`src/rtl/change_dispenser.sv`:
```
// Pays a latched balance back out as coins, one per hopper handshake, choosing
// denominations greedily (10, 5, 1) against per-denomination stock counters.
module change_dispenser #(
  parameter int unsigned STOCK_W     = 4,
  parameter int unsigned N1_INIT     = 8,
  parameter int unsigned N5_INIT     = 4,
  parameter int unsigned N10_INIT    = 4,
  parameter int unsigned ACK_TIMEOUT = 15
) (
  input  logic       clk,
  input  logic       reset,
  input  logic       start,
  input  logic [7:0] balance,
  input  logic       restock,
  output logic [2:0] coin,
  output logic       coin_valid,
  input  logic       coin_ack,
  output logic [7:0] remain,
  output logic       busy,
  output logic       done,
  output logic       shortfall,
  output logic       fault
);

  localparam int unsigned TMO_W = $clog2(ACK_TIMEOUT + 1);

  localparam logic [2:0] COIN_1  = 3'b001;
  localparam logic [2:0] COIN_5  = 3'b010;
  localparam logic [2:0] COIN_10 = 3'b100;

  typedef enum logic [1:0] {IDLE, SELECT, ISSUE, FIN} state_e;

  state_e             state_q, state_d;
  logic [2:0]         coin_q, coin_d;
  logic               coin_valid_q, coin_valid_d;
  logic [7:0]         remain_q, remain_d;
  logic               done_q, done_d;
  logic               shortfall_q, shortfall_d;
  logic               fault_q, fault_d;
  logic [STOCK_W-1:0] stock1_q, stock1_d;
  logic [STOCK_W-1:0] stock5_q, stock5_d;
  logic [STOCK_W-1:0] stock10_q, stock10_d;
  logic [TMO_W-1:0]   tmo_q, tmo_d;

  always_comb begin
    state_d      = state_q;
    coin_d       = coin_q;
    coin_valid_d = coin_valid_q;
    remain_d     = remain_q;
    done_d       = 1'b0;
    shortfall_d  = shortfall_q;
    fault_d      = fault_q;
    stock1_d     = stock1_q;
    stock5_d     = stock5_q;
    stock10_d    = stock10_q;
    tmo_d        = tmo_q;

    unique case (state_q)
      IDLE: begin
        if (restock) begin
          stock1_d  = STOCK_W'(N1_INIT);
          stock5_d  = STOCK_W'(N5_INIT);
          stock10_d = STOCK_W'(N10_INIT);
        end
        if (start) begin
          remain_d    = balance;
          shortfall_d = 1'b0;
          fault_d     = 1'b0;
          state_d     = SELECT;
        end
      end
      SELECT: begin
        tmo_d = '0;
        if (remain_q == 8'd0) begin
          state_d = FIN;
        end else if (remain_q >= 8'd10 && stock10_q != '0) begin
          coin_d       = COIN_10;
          coin_valid_d = 1'b1;
          state_d      = ISSUE;
        end else if (remain_q >= 8'd5 && stock5_q != '0) begin
          coin_d       = COIN_5;
          coin_valid_d = 1'b1;
          state_d      = ISSUE;
        end else if (stock1_q != '0) begin
          coin_d       = COIN_1;
          coin_valid_d = 1'b1;
          state_d      = ISSUE;
        end else begin
          shortfall_d = 1'b1;
          state_d     = FIN;
        end
      end
      ISSUE: begin
        if (coin_ack) begin
          // The denomination in flight is recovered from the held coin code.
          unique case (coin_q)
            COIN_10: begin
              remain_d = remain_q - 8'd10;
              if (stock10_q != '0) stock10_d = stock10_q - 1'b1;
            end
            COIN_5: begin
              remain_d = remain_q - 8'd5;
              if (stock5_q != '0) stock5_d = stock5_q - 1'b1;
            end
            default: begin
              remain_d = remain_q - 8'd1;
              if (stock1_q != '0) stock1_d = stock1_q - 1'b1;
            end
          endcase
          coin_d       = '0;
          coin_valid_d = 1'b0;
          state_d      = SELECT;
        end else if (tmo_q == TMO_W'(ACK_TIMEOUT - 1)) begin
          fault_d      = 1'b1;
          coin_d       = '0;
          coin_valid_d = 1'b0;
          state_d      = FIN;
        end else begin
          tmo_d = tmo_q + 1'b1;
        end
      end
      FIN: begin
        done_d  = 1'b1;
        state_d = IDLE;
      end
      default: state_d = IDLE;
    endcase
  end

  always_ff @(posedge clk) begin
    if (reset) begin
      state_q      <= IDLE;
      coin_q       <= '0;
      coin_valid_q <= 1'b0;
      remain_q     <= '0;
      done_q       <= 1'b0;
      shortfall_q  <= 1'b0;
      fault_q      <= 1'b0;
      stock1_q     <= STOCK_W'(N1_INIT);
      stock5_q     <= STOCK_W'(N5_INIT);
      stock10_q    <= STOCK_W'(N10_INIT);
      tmo_q        <= '0;
    end else begin
      state_q      <= state_d;
      coin_q       <= coin_d;
      coin_valid_q <= coin_valid_d;
      remain_q     <= remain_d;
      done_q       <= done_d;
      shortfall_q  <= shortfall_d;
      fault_q      <= fault_d;
      stock1_q     <= stock1_d;
      stock5_q     <= stock5_d;
      stock10_q    <= stock10_d;
      tmo_q        <= tmo_d;
    end
  end

  assign coin       = coin_q;
  assign coin_valid = coin_valid_q;
  assign remain     = remain_q;
  assign busy       = (state_q != IDLE);
  assign done       = done_q;
  assign shortfall  = shortfall_q;
  assign fault      = fault_q;

endmodule

```
`config.mk`:
```
export PLATFORM = sky130hd
export DESIGN_NAME = change_dispenser
export DESIGN_NICKNAME = d
export VERILOG_FILES = /design/src/rtl/change_dispenser.sv
export SDC_FILE = /design/constraint.sdc
export NUM_CORES = 1
export LEC_CHECK = 0
export CAP_MARGIN = 40
export CELL_PAD_IN_SITES_DETAIL_PLACEMENT = 1
export CELL_PAD_IN_SITES_GLOBAL_PLACEMENT = 1
export CORE_ASPECT_RATIO = 1.5
export CORE_MARGIN = 5
export CORE_UTILIZATION = 47
export DETAILED_ROUTE_END_ITERATION = 6
export DONT_BUFFER_PORTS = 1
export PLACE_DENSITY_LB_ADDON = 0.05
export SLEW_MARGIN = 25
export SYNTH_ARGS = -nofsm -noshare
export SYNTH_HDL_FRONTEND = slang
export SYNTH_SLANG_ARGS = --single-unit
```
`constraint.sdc`:
```
create_clock -name clk -period 2.5 [get_ports clk]
set_input_delay 0.25 -clock clk [delete_from_list [all_inputs] [get_ports clk]]
set_output_delay 0.25 -clock clk [all_outputs]
set_load 0.01 [all_outputs]
```
# Word level (Yosys, flattened, before mapping)
# Cells that the tools add are included.
totals:
  register_bits: 33
  elab_cells: 118
classes:
  eq_ne: 24
  n_reduce_logical: 21
  mux: 53
  n_addsub: 7
  n_lt_le_gt_ge: 2
op_table:
  columns: ["cell", "n"]
  rows:
  - ["$mux W4", 13]
  - ["$pmux W4 S2", 4]
  - ["$pmux W8 S2", 2]
  - ["$ne A2 B2 Y1 const B", 14]
  - ["$mux W1", 18]
  - ["$mux W3", 6]
  - ["$mux W8", 2]
  - ["$reduce_and A5 Y1", 3]
  - ["$reduce_bool A4 Y1", 3]
  - ["$sub A4 B1 Y4 const B", 3]
  - ["$ge A8 B3 Y1 const B", 1]
  - ["$ge A8 B4 Y1 const B", 1]
  - ["$logic_not A8 Y1", 1]
  - ["$pmux W2 S4", 1]
  - ["$reduce_and A4 Y1", 2]
  - ["$reduce_bool A2 Y1", 4]
  - ["$sub A8 B1 Y8 const B", 1]
  - ["$sub A8 B3 Y8 const B", 1]
  - ["$sub A8 B4 Y8 const B", 1]
  - ["$mux W2", 3]
  - ["$pmux W1 S2", 3]
  - ["$pmux W3 S2", 1]
  - ["$reduce_and A3 Y1", 2]
  - ["$reduce_and A6 Y1", 1]
  - ["other kinds (13)", 16]

# Longest topological paths before layout
# Gate-level depths: netlist (run 1).
logic_depth:
  ltp_word: 6
  ltp_mapped: 9
  ltp_nobuf: 8

# Worst setup path before layout (run 1)
# No wires, ideal clock.
synth_timing:
  kind: "reg2reg"
  start: "reg remain_q[1], in the netlist remain[1]"
  end: "reg coin_q[2], in the netlist coin[2]"
  stages_incl_launch_ff: 9
  t_arrival_ns: 1.996
  n_path_buf: 0
  slack_ns: 0.434
  required_time_ns: 2.429
  setup_ns: 0.071
  cell_sequence: "dfxtp_1 inv_1 ha_1 nor2b_1 o211a_1 o211ai_2 nand4_1 or3_1 a21oi_1"
synth_via:
  elab_chain_len: 6
  elab_cells_between_ends: 12
synth_rtl:
  columns: ["element", "line", "rtl"]
  rows:
  - ["from (decl)", "36", "logic [7:0] remain_q, remain_d;"]
  - ["from (signal assigned)", "147", "remain_q <= remain_d;"]
  - ["$ge A8 B3 Y1", "80", "end else if (remain_q >= 8'd5 && stock5_q != '0) begin"]
  - ["$logic_and A1 B1 Y1", "80", null]
  - ["$mux W3", "80", null]
  - ["$mux W3", "76", "end else if (remain_q >= 8'd10 && stock10_q != '0) begin"]
  - ["$mux W3", "74", "if (remain_q == 8'd0) begin"]
  - ["$pmux W3 S2", "58", "unique case (state_q)"]
  - ["to (signal assigned)", "145", "coin_q <= coin_d;"]
  - ["to (decl)", "34", "logic [2:0] coin_q, coin_d;"]
# Several ways; a longest one is shown, not always the timed one. The select of a mux whose other input is x is not followed.
# A chain may end at the register's enable or synchronous reset.

# Worst setup path in the final report (run 1)
layout_timing:
  start: "reg state_q[0]"
  end: "reg remain_q[1], in the netlist remain[1]"
layout_via:
  elab_chain_len: 3
  elab_cells_between_ends: 7
layout_rtl:
  columns: ["element", "line", "rtl"]
  rows:
  - ["from (decl)", "33", "state_e state_q, state_d;"]
  - ["from (signal assigned)", "144", "state_q <= state_d;"]
  - ["$eq A2 B2 Y1 or $logic_not A2 Y1 (tied branches)", "58", null]
  - ["$ne A2 B2 Y1 (no line) or $reduce_bool A2 Y1 (tied branches)", null, null]
  - ["$reduce_and A3 Y1 (no line)", null, null]
# Several ways; a longest one is shown, not always the timed one.

==> run metrics, run 1 <==
library cell occupying the most area in the post-synthesis netlist=sky130_fd_sc_hd__dfxtp_1; Post-Layout Inst Area=0.002337 mm^2; number of flops mapped to enable cells by yosys=0; total negative slack=0 ns; met2 track utilization from global routing=approximately 36%; largest buffer count on any clock path=2; CTS sink cnt=33; most used flip-flop cell after synthesis=sky130_fd_sc_hd__dfxtp_1; post-synthesis cell count=267; number of max-cap violations=0; Leak=0.9045 nW; Syn Nets=298; flop and latch count out of synthesis=33; CTS resizes=0; Vias=1916; first-pass GRT wire length=9.818 mm; die boundary height=93.60 um; Row Count=30; I/O Buffers=0; Required @ worst endpoint=roughly 2.7 ns; post-layout min period=roughly 2.3 ns; share of the clock period used by the worst path=90.67%; status=finished clean; max-slew violation count=0; fraction of synthesized cell area taken by the top area cell type=between 30 and 40%; final global-route overflow total=0; GR Layer Usage met3=4.447%; area enclosed by the die boundary=0.006152 mm^2; crit-path cells=inv_1 -> ha_1 -> mux2_2 -> nand2_1 -> a21oi_1 -> a2111oi_0; placed insts=about 330; clock root buffer=sky130_fd_sc_hd__clkbuf_8; ratio of cells with drive above 1 in the final layout=between 10 and 15%; synthesis warning total=0; GRT met1 Usage=23.53%; clock tree from TritonCTS=done; type of the most critical hold path=input pin to flop; standard cell core area=0.004542 mm^2; path type of the worst setup path=flop to flop; via count normalized by instance count=around 5.7; pin count of the biggest net entering global routing=27; total clock buffers created by CTS=5; Diodes inserted=0; setup repair after global routing missed its margin=no; Finish-stage setup viols=0; H-tree level count=2; top area cells in the synthesized netlist=sky130_fd_sc_hd__dfxtp_1 30%, sky130_fd_sc_hd__ha_1 10%, sky130_fd_sc_hd__nor2_1 5.8%; clk slew on worst S/H paths=0.07 ns; synthesized area=0.002190 mm^2; final hold violation count=0; power per cell area=roughly 1400 mW/mm^2; drt drc=0; commonest cells in the synthesized netlist=34 x sky130_fd_sc_hd__nor2_1, 33 x sky130_fd_sc_hd__dfxtp_1, 20 x sky130_fd_sc_hd__nand2_1, 18 x sky130_fd_sc_hd__ha_1, 17 x sky130_fd_sc_hd__a21oi_1; highest-delay cell along the critical path=sky130_fd_sc_hd__a2111oi_0; slowest cell delay on critical path=0.46 ns; Post-CTS Hold Fix Bufs=0; insertion delay of the later-clocked pin in the worst-skew pair=0.28 ns; max_slew headroom=58.52%; die width=65.73 um; total power consumption of the routed design=0.003275 W; fin nets=300; post-synthesis sequential area ratio=30.17%; most frequent cell after synthesis=sky130_fd_sc_hd__nor2_1; Synth-to-Final Area Change=6.743%; number of buffers added for setup after CTS=0; count of distinct cell types in the synthesized netlist=56; drt pass-1 iters=4; half-perimeter wire length after placement=between 4 and 5 mm; effective utilization at floorplan=48.21%; arrival time of data at the critical path endpoint=2.42 ns; Mapped Avg Cell Area=8.201 um^2; number of antenna violations at the first check in global routing=0; actual slew at the worst max-slew pin=between 0.6 and 0.7 ns; CP startpoint kind=flop; routed length per instance=17.26 um; largest fanout of any net on the critical path=10; gpl congestion=0.8347; number of primary I/O pins=29; antenna-violating nets left=0; aggregate routed wire length=5.766 mm; detailed router's first-iteration violation count=89; share of async-settable or async-resettable flops after synthesis=0%; fill cell instance count of the final layout=566; worst voltage drop across the vdd grid=0.5636 mV; nature of the critical path endpoint=flop; combined global-route utilization of all metal layers=20.49%; GR peak layer=met2; dpl cell area=0.002255 mm^2; Non-Filler Instances=334; number of global-route vias before repair=1987; clock tree skew after final layout=about 0.0059 ns; Max Clock Freq=441.2 MHz
## through the flow
stage | setup WS, ns | hold WS, ns | utilization (%)
after detailed placement | 0.2434 | 0.3281 | 49.64
final | 0.2332 | 0.02721 | 51.46
after floorplan | 0.4335 | 0.4323 | -
after global routing | 0.05334 | 0.009306 | 51.46
after CTS | 0.1936 | 0.01846 | 51.46
after global placement | 0.2091 | 0.3263 | 49.64
## cells in the final DEF (no fill, tap or decap), types with 4 or more instances in the layout
cell / count
sky130_fd_sc_hd__ha_1: 18
sky130_fd_sc_hd__a211oi_1: 6
sky130_fd_sc_hd__a31oi_1: 4
sky130_fd_sc_hd__nor4_1: 7
sky130_fd_sc_hd__clkbuf_8: 5
sky130_fd_sc_hd__nor2_1: 34
sky130_fd_sc_hd__o21ai_0: 10
sky130_fd_sc_hd__nor3_1: 8
sky130_fd_sc_hd__nand2b_1: 4
sky130_fd_sc_hd__nor2b_1: 5
sky130_fd_sc_hd__buf_4: 7
sky130_fd_sc_hd__dfxtp_1: 33
sky130_fd_sc_hd__xnor2_1: 9
sky130_fd_sc_hd__nand2_1: 20
sky130_fd_sc_hd__xor2_1: 5
sky130_fd_sc_hd__inv_1: 16
sky130_fd_sc_hd__nand3_1: 4
sky130_fd_sc_hd__a21oi_1: 17
## final cells by class
cell class	instances	area, um^2	share of cell area (%)
inverter	17	63.81	2.730
clock inverter	2	10.01	0.4283
multi-input combinational	205	1398	59.80
timing repair buffer	7	52.55	2.248
clock buffer	6	72.57	3.105
sequential	33	660.6	28.27
tap	64	80.08	3.426
## critical path, delay by kind of cell (launching register included)
| kind | cells | cell delay, ns |
|---|---|---|
| AO/OA/AOI/OAI | 2 | 0.62 |
| multiplexers | 1 | 0.41 |
| flip-flops | 1 | 0.36 |
| adder cells (fa/ha/maj) | 1 | 0.33 |
| AND/OR/NAND/NOR | 1 | 0.30 |
| buffers and inverters | 1 | 0.10 |
## sequential cells by signal (all words and copies together) (netlist names)
| register | count |
|---|---|
| remain | 8 |
| stock10_q | 4 |
| stock1_q | 4 |
| stock5_q | 4 |
| tmo_q | 4 |
| coin | 3 |
| state_q | 2 |
| coin_valid | 1 |
| done | 1 |
| fault | 1 |
| shortfall | 1 |
## cells by family after synthesis
logic type,Yosys count,share of synthesized area [%]
fa+ha+maj,18,10.29
xor+xnor,14,5.600
compound gates,68,22.17
simple gates,103,24.80
flops,33,30.17
mux,2,0.9714
buf+inv,29,6.000
## routing by layer
metal  vias to the layer above  routed length (um)
met5                         -                   0
met4                         0                 167
met3                        14                 253
met2                        33                3000
met1                       916                2345
li1                        953                   -
## worst paths after layout
check                                              start                  endpoint  slack (ns)  depth (start not counted)
worst max register to register   state_q[0]$_SDFFE_PP0P_    remain[1]$_SDFFE_PP0P_        0.23                          6
worst min-delay path                               reset    remain[6]$_SDFFE_PP0P_        0.03                          1
worst min register to register  stock1_q[0]$_SDFFE_PP0P_  stock1_q[0]$_SDFFE_PP0P_        0.47                          2
worst max-delay path             state_q[0]$_SDFFE_PP0P_    remain[1]$_SDFFE_PP0P_        0.23                          6
## power breakdown
| group | internal, W | leakage (nW) | total (W) | switching, W |
|---|---|---|---|---|
| Combinational | 0.000816 | 0.589 | 0.00199 | 0.00118 |
| Clock | 0.000193 | 0.0450 | 0.000389 | 0.000196 |
| Sequential | 0.000669 | 0.270 | 0.000893 | 0.000225 |
| Total | 0.00168 | 0.904 | 0.00328 | 0.00160 |
(Power assumes the default switching activity.)
==> inputs of run 2 (changes only) <==
--- a/config.mk
+++ b/config.mk
@@ -13,6 +13,7 @@
 export CORE_UTILIZATION = 47
 export DETAILED_ROUTE_END_ITERATION = 6
 export DONT_BUFFER_PORTS = 1
+export MAX_ROUTING_LAYER = met4
 export PLACE_DENSITY_LB_ADDON = 0.05
 export SLEW_MARGIN = 25
 export SYNTH_ARGS = -nofsm -noshare
==> run 2 against run 1 <==
Against the previous run:
- cell area did not move
- critical endpoint unchanged
- cell count did not move
- worst setup slack got worse by 0.0042 ns
- sequential power barely moved
==> run metrics, run 2 (synthesis results as in run 1) <==
Synth-to-Final Area Change=6.743% (unchanged); Leak=0.9045 nW (unchanged); CP startpoint kind=flop; nature of the critical path endpoint=flop; largest buffer count on any clock path=2 (unchanged); design internal power=0.001678 W (about the same); ratio of cells with drive above 1 in the final layout=10.37% (unchanged); aggregate routed wire length=5.797 mm (+0.54%); highest-delay cell along the critical path=sky130_fd_sc_hd__a2111oi_0; most common library cell in the layout ignoring fill and taps=sky130_fd_sc_hd__nor2_1; startpoint of the lowest-slack register-to-register path=state_q[0]$_SDFFE_PP0P_; first-pass GRT wire length=9.825 mm (about the same); Reg2Reg Depth=6 (unchanged); total clock buffers created by CTS=5 (unchanged); pin count of the biggest net entering global routing=27 (unchanged); gpl congestion=0.8476 (+1.5%); clock tree from TritonCTS=done; max_slew headroom=58.65% (+0.13 points); I/O Buffers=0 (unchanged); H-tree level count=2 (unchanged); half-perimeter wire length after placement=4.408 mm (unchanged); routed length per instance=17.36 um (+0.54%); combinational share of power=60.8% (about the same); Worst Min Path Start=reset; Hold Crit Endpoint=remain[6]$_SDFFE_PP0P_; Row Count=30 (unchanged); terminus of the critical flop-to-flop path=remain[1]$_SDFFE_PP0P_; die width=65.73 um (unchanged); insertion delay of the later-clocked pin in the worst-skew pair=0.29 ns (about the same); total negative slack=0 ns (unchanged); tightest hold margin=0.02597 ns (-0.001239 ns); antenna-violating nets left=0 (unchanged); part of the total power dissipated in sequential elements=27.3% (about the same); largest fanout of any net on the critical path=10 (unchanged); die boundary height=93.60 um (unchanged); fin nets=300 (unchanged); path type of the worst setup path=flop to flop; drt pass-1 iters=4 (unchanged); setup repair after global routing missed its margin=no; final hold violation count=0 (unchanged); Post-CTS Hold Fix Bufs=0 (unchanged); detailed router's first-iteration violation count=93 (+4.5%); post-layout min period=2.271 ns (+0.004217 ns); standard cell core area=0.004542 mm^2 (unchanged); via count normalized by instance count=5.749 (+0.21%); Finish-stage setup viols=0 (unchanged); actual slew at the worst max-slew pin=0.6151 ns (-0.001918 ns); Sw Share=48.86% (+0.093 points); count of buffer and inverter cells on the critical path=1 (unchanged); clock tree skew after final layout=0.006629 ns (+0.0007205 ns); number of flip-flops in the largest register=8 (unchanged); crit-path cells=inv_1 -> ha_1 -> mux2_2 -> nand2_1 -> a21oi_1 -> a2111oi_0; clock root buffer=sky130_fd_sc_hd__clkbuf_8; fill cell instance count of the final layout=566 (unchanged); clk slew on worst S/H paths=0.07 ns (about the same); max-slew violation count=0 (unchanged); status=finished clean; combined global-route utilization of all metal layers=21.03% (+0.54 points); type of the most critical hold path=input pin to flop; number of max-cap violations=0 (unchanged); most frequent cells in the layout=34 x sky130_fd_sc_hd__nor2_1, 33 x sky130_fd_sc_hd__dfxtp_1, 20 x sky130_fd_sc_hd__nand2_1, 18 x sky130_fd_sc_hd__ha_1, 17 x sky130_fd_sc_hd__a21oi_1; worst voltage drop across the vdd grid=0.5634 mV (about the same); number of primary I/O pins=29 (unchanged); slowest cell delay on critical path=0.46 ns (about the same); arrival time of data at the critical path endpoint=2.42 ns (about the same); share of the clock period used by the worst path=90.84% (+0.17 points); CTS resizes=0 (unchanged); Worst path top cell family by delay=compound AO/OA/AOI/OAI gates; instance count along the most critical hold path=1 (unchanged); Vias=1920 (+0.21%); number of buffers added for setup after CTS=0 (unchanged); setup slack, reg-to-reg=0.23 ns (about the same); area enclosed by the die boundary=0.006152 mm^2 (unchanged); power per cell area=1404 mW/mm^2 (+0.19%); total power consumption of the routed design=0.003282 W (+0.19%); effective utilization at floorplan=48.21% (unchanged); Diodes inserted=0 (unchanged); number of antenna violations at the first check in global routing=0 (unchanged); drt drc=0 (unchanged); share of power burned in the clock network=11.9% (about the same); final global-route overflow total=0 (unchanged); Max Clock Freq=440.3 MHz (-0.19%); CTS sink cnt=33 (unchanged); Required @ worst endpoint=2.65 ns (about the same); switching power total=0.001603 W (+0.39%); number of global-route vias before repair=1978 (-0.45%)
==> run 2: cell counts in the layout (fill, tap and decap cells not counted) <==
No cell type changed its count.
==> run 2: power by group through the flow <==
stage                     Combinational, W  Sequential, W  Clock, W
after detailed placement           0.00199       0.000908         0
final                              0.00200       0.000896  0.000390
after global routing               0.00223       0.000925  0.000436
after floorplan                    0.00158       0.000838         0
after CTS                          0.00201       0.000897  0.000406
after global placement             0.00197       0.000905         0
==> run 2: cell type report <==
cell class                 instances  area [um^2]  share of cell area, %
clock buffer                       6        72.57                  3.105
clock inverter                     2        10.01                 0.4283
inverter                          17        63.81                  2.730
multi-input combinational        205         1398                  59.80
sequential                        33        660.6                  28.27
tap                               64        80.08                  3.426
timing repair buffer               7        52.55                  2.248
==> run 2: worst max-delay path by stage <==
stage / startpoint / end / slack (ns) / cells past startpoint
3_5_place_dp: state_q[0]$_SDFFE_PP0P_ / remain[1]$_SDFFE_PP0P_ / 0.24 / 6
5_1_grt: state_q[0]$_SDFFE_PP0P_ / remain[1]$_SDFFE_PP0P_ / 0.05 / 6
3_3_place_gp: state_q[0]$_SDFFE_PP0P_ / remain[1]$_SDFFE_PP0P_ / 0.21 / 6
2_1_floorplan: remain[1]$_SDFFE_PP0P_ / coin[2]$_SDFFE_PP0P_ / 0.43 / 8
4_1_cts: state_q[0]$_SDFFE_PP0P_ / remain[1]$_SDFFE_PP0P_ / 0.19 / 6
6_report: state_q[0]$_SDFFE_PP0P_ / remain[1]$_SDFFE_PP0P_ / 0.23 / 6
==> run 2: layer usage <==
| layer | track usage [%] | up-vias | wire, um |
|---|---|---|---|
| met5 | - | - | 0 |
| met4 | 8.997 | 0 | 169 |
| met3 | 4.327 | 14 | 249 |
| met2 | 35.48 | 34 | 2994 |
| met1 | 23.67 | 920 | 2384 |
| li1 | - | 952 | - |
==> run 2: metrics by stage <==
stage	worst slack [ns]	instances	utilization, %	cell area (um^2)
after floorplan	0.4335	267	-	2190
after global placement	0.2091	326	49.64	2255
after detailed placement	0.2434	326	49.64	2255
after CTS	0.1936	334	51.46	2337
after global routing	0.05334	334	51.46	2337
final	0.2290	334	51.46	2337
==> inputs of run 3 (changes only) <==
--- a/config.mk
+++ b/config.mk
@@ -14,7 +14,8 @@
 export DETAILED_ROUTE_END_ITERATION = 6
 export DONT_BUFFER_PORTS = 1
 export MAX_ROUTING_LAYER = met4
-export PLACE_DENSITY_LB_ADDON = 0.05
+export PLACE_DENSITY = 0.82
+export RECOVER_POWER = 50
 export SLEW_MARGIN = 25
 export SYNTH_ARGS = -nofsm -noshare
 export SYNTH_HDL_FRONTEND = slang
==> run 3 against run 2 <==
Against the previous run:
- core utilization fell by 0.66 points
- combinational power fell by 2%
- cell area fell by 1.3%
==> run metrics, run 3 (synthesis results as in run 1) <==
ratio of cells with drive above 1 in the final layout=8.209% (-2.2 points); fill cell instance count of the final layout=560 (-1.1%); Required @ worst endpoint=2.72 ns (+0.07 ns); placed insts=324 (-0.61%); Post-Layout Inst Area=0.002307 mm^2 (-1.3%); Hold Crit Endpoint=remain[6]$_SDFFE_PP0P_; dpl cell area=0.002240 mm^2 (-0.67%); startpoint of the lowest-slack register-to-register path=remain[0]$_SDFFE_PP0P_; insertion delay of the later-clocked pin in the worst-skew pair=0.29 ns (about the same); Vias=1937 (+0.89%); pin count of the biggest net entering global routing=27 (unchanged); Finish-stage setup viols=0 (unchanged); fin nets=298 (-0.67%); total area of sequential cells=660.6 um^2 (unchanged); antenna-violating nets left=0 (unchanged); number of flip-flops in the largest register=8 (unchanged); setup repair after global routing missed its margin=no; most frequent cells in the layout=34 x sky130_fd_sc_hd__nor2_1, 33 x sky130_fd_sc_hd__dfxtp_1, 20 x sky130_fd_sc_hd__nand2_1, 18 x sky130_fd_sc_hd__ha_1, 17 x sky130_fd_sc_hd__a21oi_1; drt pass-1 iters=4 (unchanged); combined global-route utilization of all metal layers=20.79% (-0.24 points); die boundary height=93.60 um (unchanged); area of the multi-input gates=0.001398 mm^2 (unchanged); H-tree level count=2 (unchanged); standard cell core area=0.004542 mm^2 (unchanged); clk slew on worst S/H paths=0.07 ns (about the same); die width=65.73 um (unchanged); total clock buffers created by CTS=5 (unchanged); largest buffer count on any clock path=2 (unchanged); Row Count=30 (unchanged); Max Clock Freq=462.6 MHz (+5.0%); setup slack, reg-to-reg=0.34 ns (+0.11 ns); power per cell area=1401 mW/mm^2 (-0.19%); final hold violation count=0 (unchanged); arrival time of data at the critical path endpoint=2.38 ns (-0.04 ns); CTS resizes=0 (unchanged); first-pass GRT wire length=9.687 mm (-1.4%); max-slew violation count=0 (unchanged); clock tree skew after final layout=0.009137 ns (+0.002508 ns); path type of the worst setup path=flop to flop; via count normalized by instance count=5.834 (+1.5%); worst voltage drop across the vdd grid=0.4527 mV (-20%); effective utilization at floorplan=48.21% (unchanged); post-layout min period=2.162 ns (-0.1092 ns); gpl congestion=0.7821 (-7.7%); Non-Filler Instances=332 (-0.60%); type of the most critical hold path=input pin to flop; area enclosed by the die boundary=0.006152 mm^2 (unchanged); Post-CTS Hold Fix Bufs=0 (unchanged); most common library cell in the layout ignoring fill and taps=sky130_fd_sc_hd__nor2_1; Synth-to-Final Area Change=5.371%; Reg2Reg Depth=8 (+2); Worst Min Path Start=reset; share of the clock period used by the worst path=86.47% (-4.4 points); CTS sink cnt=33 (unchanged); Leak=0.8787 nW (-2.8%); actual slew at the worst max-slew pin=0.5899 ns (-0.02517 ns); detailed router's first-iteration violation count=126 (+35%); CP startpoint kind=flop; terminus of the critical flop-to-flop path=coin[2]$_SDFFE_PP0P_; routed length per instance=17.28 um (-0.44%); Diodes inserted=0 (unchanged); number of primary I/O pins=29 (unchanged); instance count along the most critical hold path=1 (unchanged); largest fanout of any net on the critical path=5 (-5); number of global-route vias before repair=2022 (+2.2%); tightest hold margin=0.02337 ns (-0.002600 ns); number of antenna violations at the first check in global routing=0 (unchanged); number of max-cap violations=0 (unchanged); clock root buffer=sky130_fd_sc_hd__clkbuf_8; Place WS=0.4151 ns (+0.1717 ns); drt drc=0 (unchanged); clock tree from TritonCTS=done; final global-route overflow total=0 (unchanged); nature of the critical path endpoint=flop; max_slew headroom=60.37% (+1.7 points); number of buffers added for setup after CTS=0 (unchanged); total negative slack=0 ns (unchanged); half-perimeter wire length after placement=4.428 mm (+0.44%); I/O Buffers=0 (unchanged); aggregate routed wire length=5.737 mm (-1.0%); status=finished clean; post-route worst setup slack=0.3382 ns (+0.1092 ns)
run 3: final cells by class:
class                      instances  area share, %
timing repair buffer               5         0.9761
clock inverter                     2         0.4338
tap                               64          3.471
sequential                        33          28.63
inverter                          17          2.766
clock buffer                       6          3.145
multi-input combinational        205          60.57
run 3: per-stage QoR:
stage	total power, W	utilization (%)
global placement	0.002813	49.31
detailed placement	0.002872	49.31
floorplan	0.002422	-
global route	0.003549	50.80
finish	0.003233	50.80
CTS	0.003279	51.13
run 3: worst max path at each step:
| stage | slack, ns | cells past startpoint | start | endpoint |
|---|---|---|---|---|
| 6_report | 0.34 | 8 | remain[0]$_SDFFE_PP0P_ | coin[2]$_SDFFE_PP0P_ |
| 5_1_grt | 0.11 | 8 | remain[0]$_SDFFE_PP0P_ | coin[2]$_SDFFE_PP0P_ |
| 4_1_cts | 0.37 | 6 | state_q[0]$_SDFFE_PP0P_ | stock10_q[2]$_SDFFE_PP1P_ |
| 3_5_place_dp | 0.42 | 8 | remain[1]$_SDFFE_PP0P_ | coin[2]$_SDFFE_PP0P_ |
| 3_3_place_gp | 0.44 | 8 | remain[1]$_SDFFE_PP0P_ | coin[2]$_SDFFE_PP0P_ |
| 2_1_floorplan | 0.43 | 8 | remain[1]$_SDFFE_PP0P_ | coin[2]$_SDFFE_PP0P_ |
run 3: power by group:
part / switching [W] / internal, W / total (W)
Combinational: 0.00119 / 0.000775 / 0.00196
Clock: 0.000193 / 0.000193 / 0.000386
Sequential: 0.000216 / 0.000669 / 0.000884
run 3: worst max-delay path: stages (launching register included):
cell and delay (ns):
sky130_fd_sc_hd__dfxtp_1 0.33, sky130_fd_sc_hd__clkbuf_1 0.36, sky130_fd_sc_hd__ha_1 0.23, sky130_fd_sc_hd__nor2b_1 0.04, sky130_fd_sc_hd__o211a_1 0.22, sky130_fd_sc_hd__o211ai_2 0.20, sky130_fd_sc_hd__nand4_1 0.21, sky130_fd_sc_hd__or3_1 0.36
sky130_fd_sc_hd__a21oi_1 0.14
run 3: routing by layer:
metal	routed length [um]	GRT usage (%)
met1	2249	21.35
met2	3002	37.32
met3	291	3.846
met4	193	9.689
met5	0	-
